`config.mk`:
```
export PLATFORM = sky130hd
export DESIGN_NAME = hazard_ctrl
export DESIGN_NICKNAME = d
export VERILOG_FILES = /design/src/rtl/hazard_ctrl.sv
export SDC_FILE = /design/constraint.sdc
export NUM_CORES = 1
export LEC_CHECK = 0
export ABC_AREA = 1
export BUFFER_PORTS_ARGS = -buffer_cell sky130_fd_sc_hd__buf_2
export CAP_MARGIN = 20
export CORE_UTILIZATION = 25
export CTS_BUF_LIST = sky130_fd_sc_hd__clkbuf_8 sky130_fd_sc_hd__clkbuf_16
export CTS_CLUSTER_DIAMETER = 80
export DETAILED_ROUTE_END_ITERATION = 8
export SLEW_MARGIN = 20
export SYNTH_ARGS = -nofsm -noshare
export SYNTH_HDL_FRONTEND = slang
export SYNTH_SLANG_ARGS = --single-unit
```
`constraint.sdc`:
```
create_clock -name clock -period 2.9 [get_ports clock]
set_input_delay 0.725 -clock clock [delete_from_list [all_inputs] [get_ports clock]]
set_output_delay 0.725 -clock clock [all_outputs]
set_load 0.01 [all_outputs]
```
`src/rtl/hazard_ctrl.sv`:
```
// rtl/hazard_ctrl.sv - pipeline hazard controller: forwarding, load-use stall, branch flush, memory wait
module hazard_ctrl #(
  parameter int BRANCH_PENALTY = 1
) (
  input  logic       clock,
  input  logic       reset,
  input  logic       id_rs,
  input  logic       id_rt,
  input  logic       id_use_rs,
  input  logic       id_use_rt,
  input  logic       idex_rs,
  input  logic       idex_rt,
  input  logic [1:0] idex_wb,
  input  logic [1:0] idex_m,
  input  logic       exmem_regwrite,
  input  logic       memwb_regwrite,
  input  logic       exmem_rd,
  input  logic       memwb_rd,
  input  logic       branch_taken,
  input  logic       mem_stall,
  output logic       pc_write,
  output logic       ifid_write,
  output logic       idex_write,
  output logic       exmem_write,
  output logic       ifid_flush,
  output logic       idex_bubble,
  output logic [1:0] forward_a,
  output logic [1:0] forward_b,
  output logic [1:0] state,
  output logic [7:0] stall_count
);

  typedef enum logic [1:0] {
    RUN      = 2'b00,
    FLUSH    = 2'b01,
    MEM_WAIT = 2'b10
  } state_t;

  localparam logic [1:0] PENALTY = 2'(BRANCH_PENALTY);

  state_t     cur_state;
  state_t     saved_state;
  state_t     eff_state;
  state_t     next_state;
  state_t     next_saved;
  logic [1:0] flush_cnt;
  logic [1:0] next_cnt;
  logic       load_use;
  logic       unused_ctl;

  // Only RegWrite and MemRead are meaningful in the ID/EX control fields
  assign unused_ctl = ^{idex_wb[0], idex_m[0]};

  assign state = cur_state;

  // While waiting on memory the block behaves as whatever state the stall interrupted
  assign eff_state = (cur_state == MEM_WAIT) ? saved_state : cur_state;

  // A load in EX whose destination is read by the instruction in ID
  assign load_use = idex_m[1] && idex_wb[1] &&
                    ((id_use_rs && (id_rs == idex_rt)) ||
                     (id_use_rt && (id_rt == idex_rt)));

  // EX operand forwarding; the nearer stage (EX/MEM) wins over MEM/WB
  always_comb begin
    forward_a = 2'b00;
    forward_b = 2'b00;
    if (!reset) begin
      if (exmem_regwrite && (exmem_rd == idex_rs))
        forward_a = 2'b10;
      else if (memwb_regwrite && (memwb_rd == idex_rs))
        forward_a = 2'b01;
      if (exmem_regwrite && (exmem_rd == idex_rt))
        forward_b = 2'b10;
      else if (memwb_regwrite && (memwb_rd == idex_rt))
        forward_b = 2'b01;
    end
  end

  // Priority decode: reset > mem_stall > flush/branch > load-use > run
  always_comb begin
    pc_write    = 1'b1;
    ifid_write  = 1'b1;
    idex_write  = 1'b1;
    exmem_write = 1'b1;
    ifid_flush  = 1'b0;
    idex_bubble = 1'b0;
    next_state  = RUN;
    next_saved  = saved_state;
    next_cnt    = flush_cnt;
    if (reset) begin
      pc_write    = 1'b0;
      ifid_write  = 1'b0;
      idex_write  = 1'b0;
      exmem_write = 1'b0;
      ifid_flush  = 1'b1;
      idex_bubble = 1'b1;
    end else if (mem_stall) begin
      pc_write    = 1'b0;
      ifid_write  = 1'b0;
      idex_write  = 1'b0;
      exmem_write = 1'b0;
      next_state  = MEM_WAIT;
      next_saved  = eff_state;
    end else if (eff_state == FLUSH) begin
      ifid_flush  = 1'b1;
      idex_bubble = 1'b1;
      if (flush_cnt <= 2'd1) begin
        next_cnt   = 2'd0;
        next_state = RUN;
      end else begin
        next_cnt   = flush_cnt - 2'd1;
        next_state = FLUSH;
      end
    end else if (branch_taken) begin
      ifid_flush  = 1'b1;
      idex_bubble = 1'b1;
      next_cnt    = PENALTY;
      next_state  = (PENALTY != 2'd0) ? FLUSH : RUN;
    end else if (load_use) begin
      pc_write    = 1'b0;
      ifid_write  = 1'b0;
      idex_bubble = 1'b1;
    end
  end

  // Control state, pre-stall state and flush countdown
  always_ff @(posedge clock) begin
    if (reset) begin
      cur_state   <= RUN;
      saved_state <= RUN;
      flush_cnt   <= 2'd0;
    end else begin
      cur_state   <= next_state;
      saved_state <= next_saved;
      flush_cnt   <= next_cnt;
    end
  end

  // Saturating count of cycles in which the PC was held
  always_ff @(posedge clock) begin
    if (reset)
      stall_count <= 8'd0;
    else if (!pc_write && (stall_count != 8'hFF))
      stall_count <= stall_count + 8'd1;
  end

endmodule

```
==> impl_metrics.ini, run 1 <==
[outcome]
outcome = finished, final reports clean

[floorplan]
dieArea_um2 = 3930
pin_count = 38
coreArea_um2 = 3442
die_x_um = 62.69
rows = 21
die_y_um = 62.69
initial_core_util_pct = 26.75

[cells_and_area]
multi_input_comb_area_um2 = 539.3
area_growth_pct = 30.03
final_util_pct = 34.79
diodes = 0
n_fill_cell = 372
fin_cells = 215
regArea_um2 = 280.3
drive_gt1_share_pct = 33.73
final_area_um2 = 1197
final_nets = 189

[synth]
yosysTopAreaCell = dfxtp_1
yosysTopAreaCellShare_pct = 30.43
netlist_instances = 132
synthAdderAreaFrac_pct = 1.359
synth_compound_area_share_pct = 12.36
yosysSeqAreaShare_pct = 30.43
ys_types = 27
async_flop_share_pct = 0
yosys_warnings = 0
synthMuxAreaShare_pct = 0
syn_nets = 151
netlist_area_um2 = 920.9
synth_edf_count = 0
ys_ff_latch = 14
synth_top_family_by_area = simple AND/OR/NAND/NOR gates
synthFlopType = dfxtp_1
synth_simple_gate_area_share_pct = 40.08
postSynthAreaPerCell_um2 = 6.976
synthTopCellsByArea = dfxtp_1 (30%), nand2_1 (13%), inv_1 (7.7%)
yosys.area_share.xor_xnor_pct = 4.755

[placement]
dp.final_hpwl_um = 1630
numPortBuffers = 35
placed_area_um2 = 1142
dp_slack_ps = 527.7
placedCellCount = 211
place_congestion = 0.7444

[worst_setup_path]
path_cells = buf_2 -> inv_1 -> nand3_4 -> nand2_1 -> buf_2
cp_common_cell = buf_2
cp.required_ps = 2170
crit_slowest_cell = buf_2
crit_path_max_incr_delay_ps = 290
timing.critical_path.from = reset
path_class = in2out
r2r_slack_ps = 1430
timing.rr.start = stall_count[1]
timing.rr.end = stall_count[6]
critPathTopFamily = buffers and inverters
cp_max_fo = 15
path_buf_inv = 3
reg2regPathDepth = 9
crit_path_start_kind = input pin
cp.arrival_ps = 1620
cp-end-kind = output pin

[sta]
setup_slack_ps = 550.4
fmax_mhz = 425.6
fin_setup_tns_ps = 0
finalSetupViolCount = 0
hold_viol_final = 0
post-route-period-util_pct = 81.02
holdWs_ps = 449.6
skew_ps = 1.665
grt_setup_unrepaired = false
max_slew_margin_pct = 78.21
tightest_slew_ps = 326.9
period_needed_ps = 2350
slew_viol_final = 0

[pwr]
p_sw_mw = 0.1266
powerDensity_nw_per_um2 = 403.2
internal-power_mw = 0.3562
power_frac_clock_pct = 38.7
leakage_nw = 0.6108
power.total_mw = 0.4828
swShare_pct = 26.23
power_frac_seq_pct = 42.8
power.share.combinational_pct = 18.6
vdd_ir_drop_max_v = 0.0001224

[run]
maxCapViolCount = 0

[drt]
post_drt_wl_per_cell_um = 9.521
drt-total-wl_um = 2047
drc = 0
first_pass_iters = 3
drtIter0Drc = 22
vias = 930
drtAntennaViolNets = 0
vias_per_cell = 4.326

[cts]
cts_root_buf = clkbuf_8
clock_latency_ps = 240
cts_sinks = 14
cts_made_buffers = 3
cts_hold_buf = 0
cts_resized = 0
htreeDepth = 1
cts_tree = yes
cts_setup_buffers = 0
cts.clk_slew.worst_paths_ps = 60
clockBufferDepth = 2

[hold_path]
min_from = flush_cnt[1]
whs_path_depth = 2
holdPathEnd = flush_cnt[1]
hp-class = reg2reg

[grt]
grt_max_degree = 16
track_usage_pct = 10.97
grt_pass1_vias = 864
antenna_found_initial = 0
grt_pass1_wl_um = 3525
overflow = 0
==> metal layers <==
metal	part of all wire (%)	GRT usage (%)
met1	50	14.00
met4	0.59	3.198
met5	0	0
met2	44	17.26
met3	5.0	3.832
==> cell type report <==
cell class	instances	share of cell area, %
sequential	14	23.41
tap	46	4.807
timing repair buffer	36	15.26
multi-input combinational	93	45.04
inverter	22	6.897
clock buffer	4	4.598
==> cell usage after synthesis (3+ instances only) <==
library cell	number
nand2_1	33
inv_1	19
dfxtp_1	14
nor2_1	12
nand4_1	8
a21oi_2	6
nand3_1	6
xor2_1	5
nor4_1	4
inv_2	3
==> state kept, by name, summed over array words and instances, names as in the netlist <==
| register | cells |
|---|---|
| flush_cnt | 2 |
| stall_count | 8 |
| state | 2 |
| saved_state | 2 |
==> worst max-delay path by stage <==
stage	end	cells after the start
6_report	pc_write	5
2_1_floorplan	pc_write	4
5_1_grt	ifid_write	5
3_3_place_gp	pc_write	5
4_1_cts	pc_write	5
3_5_place_dp	pc_write	5
==> power by group through the flow <==
stage	Sequential [mW]	Clock, mW	Combinational (mW)
2_1_floorplan	0.212	0	0.0554
3_5_place_dp	0.211	0	0.0910
3_3_place_gp	0.210	0	0.0899
4_1_cts	0.206	0.192	0.0911
5_1_grt	0.208	0.204	0.0998
6_report	0.206	0.187	0.0896
==> logic make-up after synthesis <==
kind of cell	after synthesis
AND/OR/NAND/NOR	72
buffers and inverters	25
AO/OA/AOI/OAI	15
flip-flops	14
XOR/XNOR	5
adder cells (fa/ha/maj)	1
==> cell usage in the layout (no fill, tap or decap), types with 2 or more instances in the layout <==
master	count
a21oi_2	6
buf_2	35
clkbuf_8	4
dfxtp_1	14
inv_1	19
inv_2	3
nand2_1	33
nand2_4	2
nand3_1	6
nand3_4	2
nand4_1	8
nor2_1	12
nor3_1	2
nor4_1	4
o21ai_0	2
xor2_1	5
==> worst min-delay path, cell delays in order (launching register included) <==
cell and delay [ps]:
dfxtp_1 300, nand3_1 70, inv_1 30
(Power assumes the default switching activity.)
==> run 2, diff against run 1 <==
==> constraint.sdc (replaced) <==
create_clock -name clock -period 2.1 [get_ports clock]
set_input_delay 0.525 -clock clock [delete_from_list [all_inputs] [get_ports clock]]
set_output_delay 0.525 -clock clock [all_outputs]
set_load 0.01 [all_outputs]
==> run 2 against run 1 <==
Effect of this change:
- global-route usage grew 1.1 points
- combinational power increased by 40%
- wire length is 0.98% higher
- critical path depth is 3 higher
- worst hold slack better by 7.3 ps
- via count is 0.75% higher
- sequential cell count did not move
- critical path type is now reg2out
- die area unchanged
- register-to-register slack worse by 810 ps
- cell area increased by 0.63%
- largest cell class unchanged
- sequential share of layout area is 0.15 points lower
==> impl_metrics.ini, run 2 (synthesis results as in run 1) <==
[grt]
grt_max_degree = 10
antenna_found_initial = 0
grt_pass1_vias = 916
track_usage_pct = 12.04
overflow = 0
grt_pass1_wl_um = 3767

[sta]
skew_ps = 1.826
tightest_slew_ps = 259.4
finalSetupViolCount = 0
slew_viol_final = 0
fin_setup_tns_ps = 0
fmax_mhz = 515.8
post-route-period-util_pct = 92.33
max_slew_margin_pct = 82.69
period_needed_ps = 1939
hold_viol_final = 0
grt_setup_unrepaired = false

[floorplan]
coreArea_um2 = 3442
initial_core_util_pct = 26.75
dieArea_um2 = 3930
rows = 21
die_x_um = 62.69
pin_count = 38
die_y_um = 62.69

[cts]
cts_setup_buffers = 0
cts.clk_slew.worst_paths_ps = 60
clock_latency_ps = 250
cts_resized = 0
cts_hold_buf = 0
cts_made_buffers = 3
cts_root_buf = clkbuf_8
cts_sinks = 14
htreeDepth = 1
cts_tree = yes
clockBufferDepth = 2

[pwr]
swShare_pct = 26.99
power_frac_seq_pct = 42.2
powerDensity_nw_per_um2 = 560.7
leakage_nw = 0.6156
p_sw_mw = 0.1824
power.total_mw = 0.6756
internal-power_mw = 0.4932
power.share.combinational_pct = 18.5
vdd_ir_drop_max_v = 0.0001736
power_frac_clock_pct = 39.3

[worst_setup_path]
timing.rr.end = stall_count[0]
path_cells = inv_1 -> nand2_1 -> nand2_1 -> nand2_1 -> nand2_1 -> nand2_1 -> o21bai_1 -> buf_2
cp-end-kind = output pin
critPathTopFamily = simple AND/OR/NAND/NOR gates
timing.rr.start = stall_count[1]
cp_common_cell = nand2_1
crit_path_max_incr_delay_ps = 360
crit_path_start_kind = flip-flop
cp.required_ps = 1570
r2r_slack_ps = 620
reg2regPathDepth = 10
crit_cells = 8
path_buf_inv = 2
path_class = reg2out
cp.arrival_ps = 1410
cp_max_fo = 3
crit_slowest_cell = dfxtp_1

[placement]
numPortBuffers = 35
placed_area_um2 = 1150
dp.final_hpwl_um = 1653
place_congestion = 0.7886

[cells_and_area]
multi_input_comb_area_um2 = 539.3
regArea_um2 = 280.3
final_util_pct = 35.01
final_common_cell = buf_2
largest_reg_flops = 8
diodes = 0
final_cell_mix = buf_2 (35), nand2_1 (33), inv_1 (19)
drive_gt1_share_pct = 34.12
top_register = stall_count
final_area_um2 = 1205
n_fill_cell = 395
final_nets = 190
area_growth_pct = 30.84

[run]
maxCapViolCount = 0

[drt]
post_drt_wl_per_cell_um = 9.569
first_pass_iters = 4
drt-total-wl_um = 2067
vias_per_cell = 4.338
drtIter0Drc = 31
drtAntennaViolNets = 0
vias = 937
drc = 0

[hold_path]
min_from = flush_cnt[1]
whs_path_depth = 2
hp-class = reg2reg
holdPathEnd = flush_cnt[1]

[outcome]
outcome = finished, final reports clean
run 2: cell types whose count changed in the layout (fill, tap and decap cells not counted), sizes merged:
| cell | change |
|---|---|
| buf | +1 |
run 2: layer usage:
layer  routed length (µm)  global-route usage [%]
met5                    0                       0
met4                   57                   6.977
met3                  103                   3.102
met2                  891                   17.39
met1                 1014                   15.95
run 2: worst min-delay path, cell delays in order, from the launching register on:
cell and delay, ps:
dfxtp_1 300, nand3_1 70, inv_1 40
run 2: how the worst max path moves through the flow:
stage | from | to | slack (ps)
finish | state[0] | idex_bubble | 160
global route | state[1] | idex_bubble | 10
CTS | state[0] | idex_bubble | 140
detailed placement | idex_rt | pc_write | 240
global placement | idex_rt | pc_write | 240
floorplan | mem_stall | pc_write | 250
run 2: stage by stage:
| step | instances | hold slack [ps] | worst slack [ps] |
|---|---|---|---|
| CTS | 216 | 459.0 | 141.5 |
| finish | 216 | 456.9 | 161.1 |
| global route | 216 | 487.2 | 13.63 |
| detailed placement | 212 | 449.2 | 235.6 |
| global placement | 212 | 443.7 | 235.0 |
| floorplan | 132 | 430.3 | 248.9 |
run 2: power by group through the flow:
stage / clock network (mW) / registers (mW) / logic, mW
floorplan: 0 / 0.293 / 0.0765
global placement: 0 / 0.290 / 0.126
detailed placement: 0 / 0.291 / 0.126
CTS: 0.276 / 0.285 / 0.127
global route: 0.285 / 0.286 / 0.143
finish: 0.266 / 0.285 / 0.125
run 2: layout make-up:
class                      instances  share of cell area (%)
tap                               46                   4.777
clock buffer                       4                   4.569
timing repair buffer              37                   15.78
sequential                        14                   23.26
inverter                          22                   6.854
multi-input combinational         93                   44.76
==> run 3, diff against run 2 <==
--- a/config.mk
+++ b/config.mk
@@ -12,6 +12,7 @@
 export CTS_BUF_LIST = sky130_fd_sc_hd__clkbuf_8 sky130_fd_sc_hd__clkbuf_16
 export CTS_CLUSTER_DIAMETER = 80
 export DETAILED_ROUTE_END_ITERATION = 8
+export RECOVER_POWER = 100
 export SLEW_MARGIN = 20
 export SYNTH_ARGS = -nofsm -noshare
 export SYNTH_HDL_FRONTEND = slang
==> run 3 against run 2 <==
Effect of this change:
- combinational power decreased by 7%
- count of clock-buffer cells in the layout unchanged
- non-clock buffer count unchanged
- die area unchanged
- core utilization decreased by 2.2 points
- wire length increased by 2.3%
- power decreased by 1.3%
- via count decreased by 0.53%
- critical path type unchanged
- critical endpoint is now pc_write
- largest power group unchanged
- highest routed layer unchanged
==> impl_metrics.ini, run 3 (synthesis results as in run 1) <==
[cts]
cts.clk_slew.worst_paths_ps = 60
cts_made_buffers = 3
clockBufferDepth = 2
cts_sinks = 14
clock_latency_ps = 250
cts_hold_buf = 0
cts_resized = 0
htreeDepth = 1
cts_setup_buffers = 0
cts_tree = yes
cts_root_buf = clkbuf_8

[cells_and_area]
regArea_um2 = 280.3
drive_gt1_share_pct = 18.82
final_nets = 190
final_common_cell = nand2_1
top_register = stall_count
n_fill_cell = 413
largest_reg_flops = 8
final_util_pct = 32.79
diodes = 0
area_growth_pct = 22.55
final_cell_mix = nand2_1 (34), inv_1 (20), clkbuf_1 (19)
multi_input_comb_area_um2 = 491.7

[floorplan]
rows = 21
die_x_um = 62.69
dieArea_um2 = 3930
die_y_um = 62.69
initial_core_util_pct = 26.75
pin_count = 38
coreArea_um2 = 3442

[sta]
fin_setup_tns_ps = 0
fmax_mhz = 515.5
holdWs_ps = 456.8
period_needed_ps = 1940
setup_slack_ps = 160.2
grt_setup_unrepaired = false
post-route-period-util_pct = 92.37
tightest_slew_ps = 523.8
finalSetupViolCount = 0
slew_viol_final = 0
max_slew_margin_pct = 65.08
skew_ps = 0.9633
hold_viol_final = 0

[grt]
use_met3_pct = 3.102
grt_pass1_wl_um = 3767
antenna_found_initial = 0
use_met2_pct = 17.39
grt_max_degree = 10
grt_pass1_vias = 916
grt.busiest_layer = met2
grt_use_met1_pct = 15.95
overflow = 0
track_usage_pct = 12.04

[worst_setup_path]
cp.required_ps = 1570
cp.arrival_ps = 1410
path_class = reg2out
crit_path_start_kind = flip-flop
cp-end-kind = output pin
cp_max_fo = 9

[pwr]
vdd_ir_drop_max_v = 0.0001708
power.total_mw = 0.6668
leakage_nw = 0.5222
powerDensity_nw_per_um2 = 590.9

[placement]
numPortBuffers = 35
dp_slack_ps = 235.6
place_congestion = 0.7886
dp.final_hpwl_um = 1653

[drt]
drtAntennaViolNets = 0
drtIter0Drc = 31
first_pass_iters = 4
vias_per_cell = 4.315
vias = 932
post_drt_wl_per_cell_um = 9.787
drc = 0
drt-total-wl_um = 2114

[run]
maxCapViolCount = 0

[hold_path]
hp-class = reg2reg

[outcome]
outcome = finished, final reports clean
[run 3: cell types whose count changed in the layout (fill, tap and decap cells not counted), sizes merged]
cell	delta
buf	-20
clkbuf	+20
[run 3: worst max-delay path, cell delays in order, from the launching register on]
cell and delay [ps]:
dfxtp_1 370, inv_1 50, nand2_1 80, nand2_1 80, nand2_1 120, nand3_2 190, nand2_1 140, buf_2 130
[run 3: metrics by stage]
step	area, µm²	std cells
after global routing	1129	216
after CTS	1205	216
after global placement	1150	212
after detailed placement	1150	212
final	1129	216
after floorplan	920.9	132
[run 3: layer usage]
layer / up-vias / wire [µm]
met4: 0 / 55
met1: 399 / 1053
met2: 23 / 897
met3: 5 / 108
met5: - / 0
li1: 505 / -
[run 3: cell type report]
cell class / instances / share of cell area, %
sequential: 14 / 24.83
timing repair buffer: 37 / 14.30
inverter: 22 / 7.317
clock buffer: 4 / 4.878
tap: 46 / 5.100
multi-input combinational: 93 / 43.57
[run 3: worst paths after layout]
check	end	cells after the start	slack [ps]	start
max	pc_write	7	160	state[0]
min	flush_cnt[1]	2	460	flush_cnt[1]
max reg2reg	stall_count[4]	9	300	stall_count[1]
min reg2reg	flush_cnt[1]	2	460	flush_cnt[1]
[run 3: where the power goes]
| group | internal (mW) | switching (mW) | total [mW] |
|---|---|---|---|
| Sequential | 0.276 | 0.00950 | 0.285 |
| Combinational | 0.0442 | 0.0723 | 0.116 |
| Clock | 0.166 | 0.0990 | 0.265 |
